$ cat src/rtl/lcd_cmd_sequencer.sv
// HD44780 command sequencer driving a PCF8574 I2C backpack in 4-bit mode.
// Runs the power-up delay and init sequence, then accepts command/data bytes
// and turns each into EN-strobed nibble writes for an external I2C master.
module lcd_cmd_sequencer #(
  parameter int unsigned POWERUP_CYC   = 2000000,
  parameter int unsigned NIB_WAIT_CYC  = 250000,
  parameter int unsigned CMD_WAIT_CYC  = 2500,
  parameter int unsigned SLOW_WAIT_CYC = 100000,
  parameter logic        BACKLIGHT     = 1'b1
) (
  input  logic       clk,
  input  logic       reset,
  input  logic       req_valid,
  output logic       req_ready,
  input  logic       req_rs,
  input  logic [7:0] req_byte,
  output logic       i2c_start,
  output logic [7:0] i2c_data,
  input  logic       i2c_busy,
  input  logic       i2c_done,
  input  logic       i2c_nack,
  output logic       init_done,
  output logic       err
);

  // A zero count is treated as one cycle; counters hold "last cycle" values.
  localparam int unsigned PWR_EFF  = (POWERUP_CYC   == 0) ? 1 : POWERUP_CYC;
  localparam int unsigned NIB_EFF  = (NIB_WAIT_CYC  == 0) ? 1 : NIB_WAIT_CYC;
  localparam int unsigned CMD_EFF  = (CMD_WAIT_CYC  == 0) ? 1 : CMD_WAIT_CYC;
  localparam int unsigned SLOW_EFF = (SLOW_WAIT_CYC == 0) ? 1 : SLOW_WAIT_CYC;

  localparam logic [31:0] PWR_LAST  = 32'(PWR_EFF - 1);
  localparam logic [31:0] NIB_LAST  = 32'(NIB_EFF - 1);
  localparam logic [31:0] CMD_LAST  = 32'(CMD_EFF - 1);
  localparam logic [31:0] SLOW_LAST = 32'(SLOW_EFF - 1);

  localparam logic [7:0] FIRST_INIT_BYTE = 8'h30;

  typedef enum logic [2:0] {
    S_POWERUP,
    S_INIT,
    S_IDLE,
    S_ISSUE,
    S_WAIT_I2C,
    S_DELAY,
    S_ERROR
  } state_t;

  state_t      state_q;
  logic [31:0] cnt_q;
  logic [31:0] dly_last_q;
  logic [2:0]  step_q;
  logic [1:0]  wr_idx_q;
  logic [7:0]  byte_q;
  logic        rs_q;
  logic        nib_mode_q;
  logic        start_q;
  logic [7:0]  data_q;
  logic        ready_q;
  logic        init_done_q;
  logic        err_q;

  logic [1:0]  wr_nxt_d;
  logic        last_wr_d;
  logic [31:0] dly_sel_d;
  logic [2:0]  step_nxt_d;
  logic [7:0]  step_byte_d;
  logic [7:0]  wr_cur_data_d;
  logic [7:0]  wr_nxt_data_d;
  logic [7:0]  acc_data_d;
  logic [7:0]  step_data_d;
  logic [7:0]  pwr_data_d;
  state_t      hold_state_d;

  // Expander byte {D7..D4, BL, EN, RW, RS}; writes 0/1 carry the high nibble,
  // 2/3 the low nibble, and even-numbered writes raise EN.
  function automatic logic [7:0] exp_byte(input logic [7:0] b, input logic rs,
                                          input logic [1:0] idx);
    logic [3:0] nib;
    nib = idx[1] ? b[3:0] : b[7:4];
    return {nib, BACKLIGHT, ~idx[0], 1'b0, rs};
  endfunction

  // Init steps 0-3 are single nibbles (held in the high nibble), 4-7 full bytes.
  function automatic logic [7:0] init_byte(input logic [2:0] step);
    logic [7:0] b;
    case (step)
      3'd0, 3'd1, 3'd2: b = 8'h30;
      3'd3:             b = 8'h20;
      3'd4:             b = 8'h28;
      3'd5:             b = 8'h0C;
      3'd6:             b = 8'h06;
      default:          b = 8'h01;
    endcase
    return b;
  endfunction

  // Next-write data, post-byte delay selection and init step bookkeeping.
  always_comb begin
    wr_nxt_d      = wr_idx_q + 2'd1;
    last_wr_d     = nib_mode_q ? (wr_idx_q == 2'd1) : (wr_idx_q == 2'd3);
    step_nxt_d    = step_q + 3'd1;
    step_byte_d   = init_byte(step_nxt_d);
    wr_cur_data_d = exp_byte(byte_q, rs_q, wr_idx_q);
    wr_nxt_data_d = exp_byte(byte_q, rs_q, wr_nxt_d);
    acc_data_d    = exp_byte(req_byte, req_rs, 2'd0);
    step_data_d   = exp_byte(step_byte_d, 1'b0, 2'd0);
    pwr_data_d    = exp_byte(FIRST_INIT_BYTE, 1'b0, 2'd0);
    hold_state_d  = init_done_q ? S_ISSUE : S_INIT;
    if (nib_mode_q) begin
      dly_sel_d = NIB_LAST;
    end else if (!rs_q && (byte_q == 8'h01 || byte_q == 8'h02 || byte_q == 8'h03)) begin
      dly_sel_d = SLOW_LAST;
    end else begin
      dly_sel_d = CMD_LAST;
    end
  end

  // Main sequencer. Whenever a write is due and the bus is free, i2c_start
  // and i2c_data are registered on that same edge; otherwise the FSM parks
  // in INIT/ISSUE until i2c_busy drops.
  always_ff @(posedge clk) begin
    if (reset) begin
      state_q     <= S_POWERUP;
      cnt_q       <= '0;
      dly_last_q  <= '0;
      step_q      <= '0;
      wr_idx_q    <= '0;
      byte_q      <= '0;
      rs_q        <= 1'b0;
      nib_mode_q  <= 1'b0;
      start_q     <= 1'b0;
      data_q      <= '0;
      ready_q     <= 1'b0;
      init_done_q <= 1'b0;
      err_q       <= 1'b0;
    end else begin
      start_q <= 1'b0;
      case (state_q)
        S_POWERUP: begin
          if (cnt_q == PWR_LAST) begin
            cnt_q      <= '0;
            step_q     <= '0;
            byte_q     <= FIRST_INIT_BYTE;
            rs_q       <= 1'b0;
            nib_mode_q <= 1'b1;
            wr_idx_q   <= '0;
            if (!i2c_busy) begin
              start_q <= 1'b1;
              data_q  <= pwr_data_d;
              state_q <= S_WAIT_I2C;
            end else begin
              state_q <= S_INIT;
            end
          end else begin
            cnt_q <= cnt_q + 32'd1;
          end
        end

        S_INIT, S_ISSUE: begin
          if (!i2c_busy) begin
            start_q <= 1'b1;
            data_q  <= wr_cur_data_d;
            state_q <= S_WAIT_I2C;
          end
        end

        S_IDLE: begin
          if (req_valid && ready_q) begin
            ready_q    <= 1'b0;
            byte_q     <= req_byte;
            rs_q       <= req_rs;
            nib_mode_q <= 1'b0;
            wr_idx_q   <= '0;
            if (!i2c_busy) begin
              start_q <= 1'b1;
              data_q  <= acc_data_d;
              state_q <= S_WAIT_I2C;
            end else begin
              state_q <= S_ISSUE;
            end
          end
        end

        S_WAIT_I2C: begin
          if (i2c_done) begin
            if (i2c_nack) begin
              err_q   <= 1'b1;
              state_q <= S_ERROR;
            end else if (last_wr_d) begin
              cnt_q      <= '0;
              dly_last_q <= dly_sel_d;
              state_q    <= S_DELAY;
            end else begin
              wr_idx_q <= wr_nxt_d;
              if (!i2c_busy) begin
                start_q <= 1'b1;
                data_q  <= wr_nxt_data_d;
              end else begin
                state_q <= hold_state_d;
              end
            end
          end
        end

        S_DELAY: begin
          if (cnt_q == dly_last_q) begin
            cnt_q <= '0;
            if (init_done_q || step_q == 3'd7) begin
              init_done_q <= 1'b1;
              ready_q     <= 1'b1;
              state_q     <= S_IDLE;
            end else begin
              step_q     <= step_nxt_d;
              byte_q     <= step_byte_d;
              rs_q       <= 1'b0;
              nib_mode_q <= ~step_nxt_d[2];
              wr_idx_q   <= '0;
              if (!i2c_busy) begin
                start_q <= 1'b1;
                data_q  <= step_data_d;
                state_q <= S_WAIT_I2C;
              end else begin
                state_q <= S_INIT;
              end
            end
          end else begin
            cnt_q <= cnt_q + 32'd1;
          end
        end

        S_ERROR: begin
          ready_q <= 1'b0;
          err_q   <= 1'b1;
        end

        default: begin
          state_q <= S_POWERUP;
          cnt_q   <= '0;
        end
      endcase
    end
  end

  assign req_ready = ready_q;
  assign i2c_start = start_q;
  assign i2c_data  = data_q;
  assign init_done = init_done_q;
  assign err       = err_q;

endmodule

$ cat config.mk
export PLATFORM = sky130hd
export DESIGN_NAME = lcd_cmd_sequencer
export DESIGN_NICKNAME = d
export VERILOG_FILES = /design/src/rtl/lcd_cmd_sequencer.sv
export SDC_FILE = /design/constraint.sdc
export NUM_CORES = 1
export LEC_CHECK = 0
export ABC_AREA = 1
export BUFFER_PORTS_ARGS = -buffer_cell sky130_fd_sc_hd__clkbuf_2
export CAP_MARGIN = 20
export CORE_MARGIN = 2
export CORE_UTILIZATION = 60
export CTS_BUF_LIST = sky130_fd_sc_hd__clkbuf_8
export CTS_CLUSTER_DIAMETER = 40
export DETAILED_ROUTE_END_ITERATION = 16
export PLACE_DENSITY = 0.91
export SETUP_SLACK_MARGIN = 0.02
export SLEW_MARGIN = 0
export SYNTH_ARGS = -nofsm -noshare
export SYNTH_HDL_FRONTEND = slang
export SYNTH_SLANG_ARGS = --single-unit
$ cat constraint.sdc
create_clock -name clk -period 2.29 [get_ports clk]
set_input_delay 0.229 -clock clk [delete_from_list [all_inputs] [get_ports clk]]
set_output_delay 0.229 -clock clk [all_outputs]
set_load 0.02 [all_outputs]
==> results.yml <==
run_status:
  run_status: "complete, no violations"
critical_path:
  cpMostUsedCell: "nor2_1"
  r2r_start: "cnt_q[0]$_SDFFE_PP0P_"
  critPathMaxStageDelay_ps: 430
  critPathLaunch: "cnt_q[0]$_SDFFE_PP0P_"
  worstPathArrival_ps: 2350
  setup.worst_path.class: "reg -> reg"
  cp_cell_sequence: "ha_1 -> inv_1 -> nor2_4 -> nand2_1 -> nor2_1 -> nand3_1 -> nor2_2 -> inv_1 -> nor2_1 -> xor2_1 -> nor2_1"
  crit_path_start_kind: "flop"
  cp_max_fo: 6
  critPathRequiredTime_ps: 2530
  slowest_stage: "dfxtp_1"
  crit_buf_inv: 2
  critical_path.top_delay_family: "simple AND/OR/NAND/NOR gates"
  crit_path_end_kind: "flop"
power:
  power_mw: 4.32
  pwr_density_cell_nw_per_um2: 907
  power_leakage_nw: 2.19
  vdd_drop_max_uv: 552
synthesis:
  postSynth.asyncResetShare: 0
  synth-main-ff-cell: "dfxtp_1"
  yosysWarningCount: 0
  synth-compound-area-share: 0.111
  synth_seq_cells: 66
  synth_cell_types: 46
  synthesis.nets: 729
  synth_top_family_by_area: "simple AND/OR/NAND/NOR gates"
  yosys.area_share.simple: 0.423
  synthMuxAreaShare: 0
  synth_edf_count: 0
  synth-seq-area-share: 0.308
  synth_adder_area_share: 0.0204
  synth_xor_area_frac: 0.0265
  syn_area_per_cell_sq_um: 6.07
  synthCells: 707
  syn_area_sq_um: 4290
detailed_routing:
  drtAntennaViolNets: 0
  via_per_inst: 5.50
  drt-initial-drc-count: 436
  drc: 0
  drt-wirelength-per-cell_um: 14.2
  route.vias.total: 4635
  wl_um: 12000
  dr.pass1.iters: 5
floorplanning:
  ios: 27
  die_x_um: 88.6
  fp.dieH_um: 88.6
  core_area_sq_um: 6870
  die-area_sq_um: 7850
  num_rows: 30
  start_util: 0.625
global_route:
  grt_pass1_vias: 4064
  grt_pass1_wl_um: 19300
  grt_max_degree: 31
  track_usage: 0.320
  grt_overflow: 0
  antenna_found_initial: 0
final_layout:
  area_growth_pct: 10.8
  nets: 763
  seq_area_sq_um: 1320
  n_fill_cell: 606
  multi_input_area_sq_um: 2500
  antennaDiodeCount: 0
  drive_above_1_share: 0.107
cts:
  ctsHoldBuffers: 0
  cts_tree: "yes"
  cts_resized: 0
  clk_latency_ps: 360
  cts.sink_count: 66
  htree_levels: 3
  clockBufferDepth: 2
  post-cts-setup-buffers: 0
  root_buffer: "clkbuf_8"
  path_clk_slew_ps: 80
  numCtsBuffers: 9
timing:
  finalSetupViolCount: 0
  tns_ps: 0
  worst_pin_slew_ps: 554
  max_freq_mhz: 474
  post-route-period-util: 0.922
  hold_viol_final: 0
  timing.final.max_slew_violations: 0
  skew_ps: 21.8
  grt_setup_unrepaired: "false"
  slew_headroom: 0.628
  fin_crit_ps: 2110
place:
  place.gp.congestion: 1.02
  port_buffers: 25
  hpwl_um: 9100
hold_path:
  hp-class: "in -> reg"
  min-delay-start: "req_byte[6]"
run:
  maxCapViolCount: 0
power breakdown:
| part | total, mW | switching (mW) | internal [mW] |
|---|---|---|---|
| clock network | 1.12 | 0.486 | 0.636 |
| registers | 1.41 | 0.121 | 1.29 |
| logic | 1.78 | 1.22 | 0.565 |
| total | 4.32 | 1.82 | 2.49 |
synthesized netlist by cell type (4+ instances only):
cell type,count,area [sq um]
a21oi_1,38,190
buf_4,4,30.0
clkbuf_1,5,18.8
dfxtp_1,66,1320
ha_1,7,87.6
inv_1,95,357
inv_2,5,18.8
nand2_1,205,769
nand2_2,4,25.0
nand3_1,34,170
nand4_1,14,87.6
nor2_1,123,462
nor2_2,5,31.3
nor3_1,20,100
o211ai_1,6,45.0
o21ai_0,15,75.1
xor2_1,10,87.6
cell type report:
class,count,share of cell area
Inverter,100,0.0789
Multi-Input combinational cell,526,0.525
Clock inverter,6,0.0171
Sequential cell,66,0.278
Timing Repair Buffer,38,0.0468
Tap cell,96,0.0252
Clock buffer,10,0.0289
sequential cells by signal (all words and copies together), names as in the netlist:
register    cells
byte_q          8
init_done       1
dly_last_q      5
req_ready       1
cnt_q          32
nib_mode_q      1
step_q          3
rs_q            1
wr_idx_q        2
state_q         3
i2c_data        7
i2c_start       1
err             1
path summary, 6_finish.rpt:
kind                       endpoint  slack [ps]  depth (start not counted)
min reg2reg  step_q[2]$_SDFFE_PP0P_         480                          2
max reg2reg  cnt_q[14]$_SDFFE_PP0P_         180                         11
min          byte_q[6]$_SDFFE_PP0P_         140                          3
max          cnt_q[14]$_SDFFE_PP0P_         180                         11
cells in the final DEF, fill, tap and decap left out, types with 2 or more instances in the layout:
master,netlist,routed
nor4_1,3,3
a21oi_1,38,38
clkbuf_2,0,25
xnor2_1,3,3
o221ai_1,2,2
inv_2,5,5
a22o_1,2,2
dfxtp_1,66,65
nand3_2,3,3
nor2_1,123,123
nand3_1,34,34
clkbuf_8,0,10
xor2_1,10,10
and3_1,2,2
o21ai_0,15,15
nor3_1,20,20
bufinv_16,0,2
nand4_1,14,14
nor3_2,2,2
and2_0,2,2
a211oi_1,3,3
nand3b_1,2,2
nand2_2,4,4
clkinv_2,0,2
o21ai_1,2,2
nor2_2,5,5
o2111ai_1,2,2
o211ai_1,6,6
or2_2,2,2
buf_4,4,13
ha_1,7,7
nand2_1,205,205
a21o_1,2,2
inv_1,95,96
metal layers:
metal	share of wire	vias up	global-route usage
li1	-	2308	-
met4	0.027	0	0.136
met1	0.43	2065	0.436
met2	0.44	227	0.479
met3	0.10	35	0.0858
met5	0	-	0
cells by family (layout without fill, tap and decap cells):
group / after synthesis / in the layout
AOI/OAI and AO/OA: 80 / 80
xor gates and xnor gates: 13 / 13
adders and majority gates: 7 / 7
buffers and inverters: 115 / 154
DFF: 66 / 66
other: 1 / 1
and+or+nand+nor: 425 / 425
worst register-to-register path: stages (launching register included):
cell and delay [ps]:
dfxtp_1 430, ha_1 180, inv_1 100, nor2_4 180
nand2_1 130, nor2_1 250, nand3_1 130, nor2_2 210
inv_1 80, nor2_1 120, xor2_1 160, nor2_1 50
metrics by stage:
stage / std cells / util / instance area (sq um) / hold WS, ps / worst slack, ps
5_1_grt: 842 / 0.693 / 4760 / 155 / 33.5
3_5_place_dp: 826 / 0.661 / 4540 / 464 / 258
6_report: 842 / 0.693 / 4760 / 137 / 179
2_1_floorplan: 707 / - / 4290 / 354 / 485
3_3_place_gp: 826 / 0.661 / 4540 / 457 / 309
4_1_cts: 842 / 0.693 / 4760 / 132 / 244
Note: power is estimated with default switching activity, not from simulation.
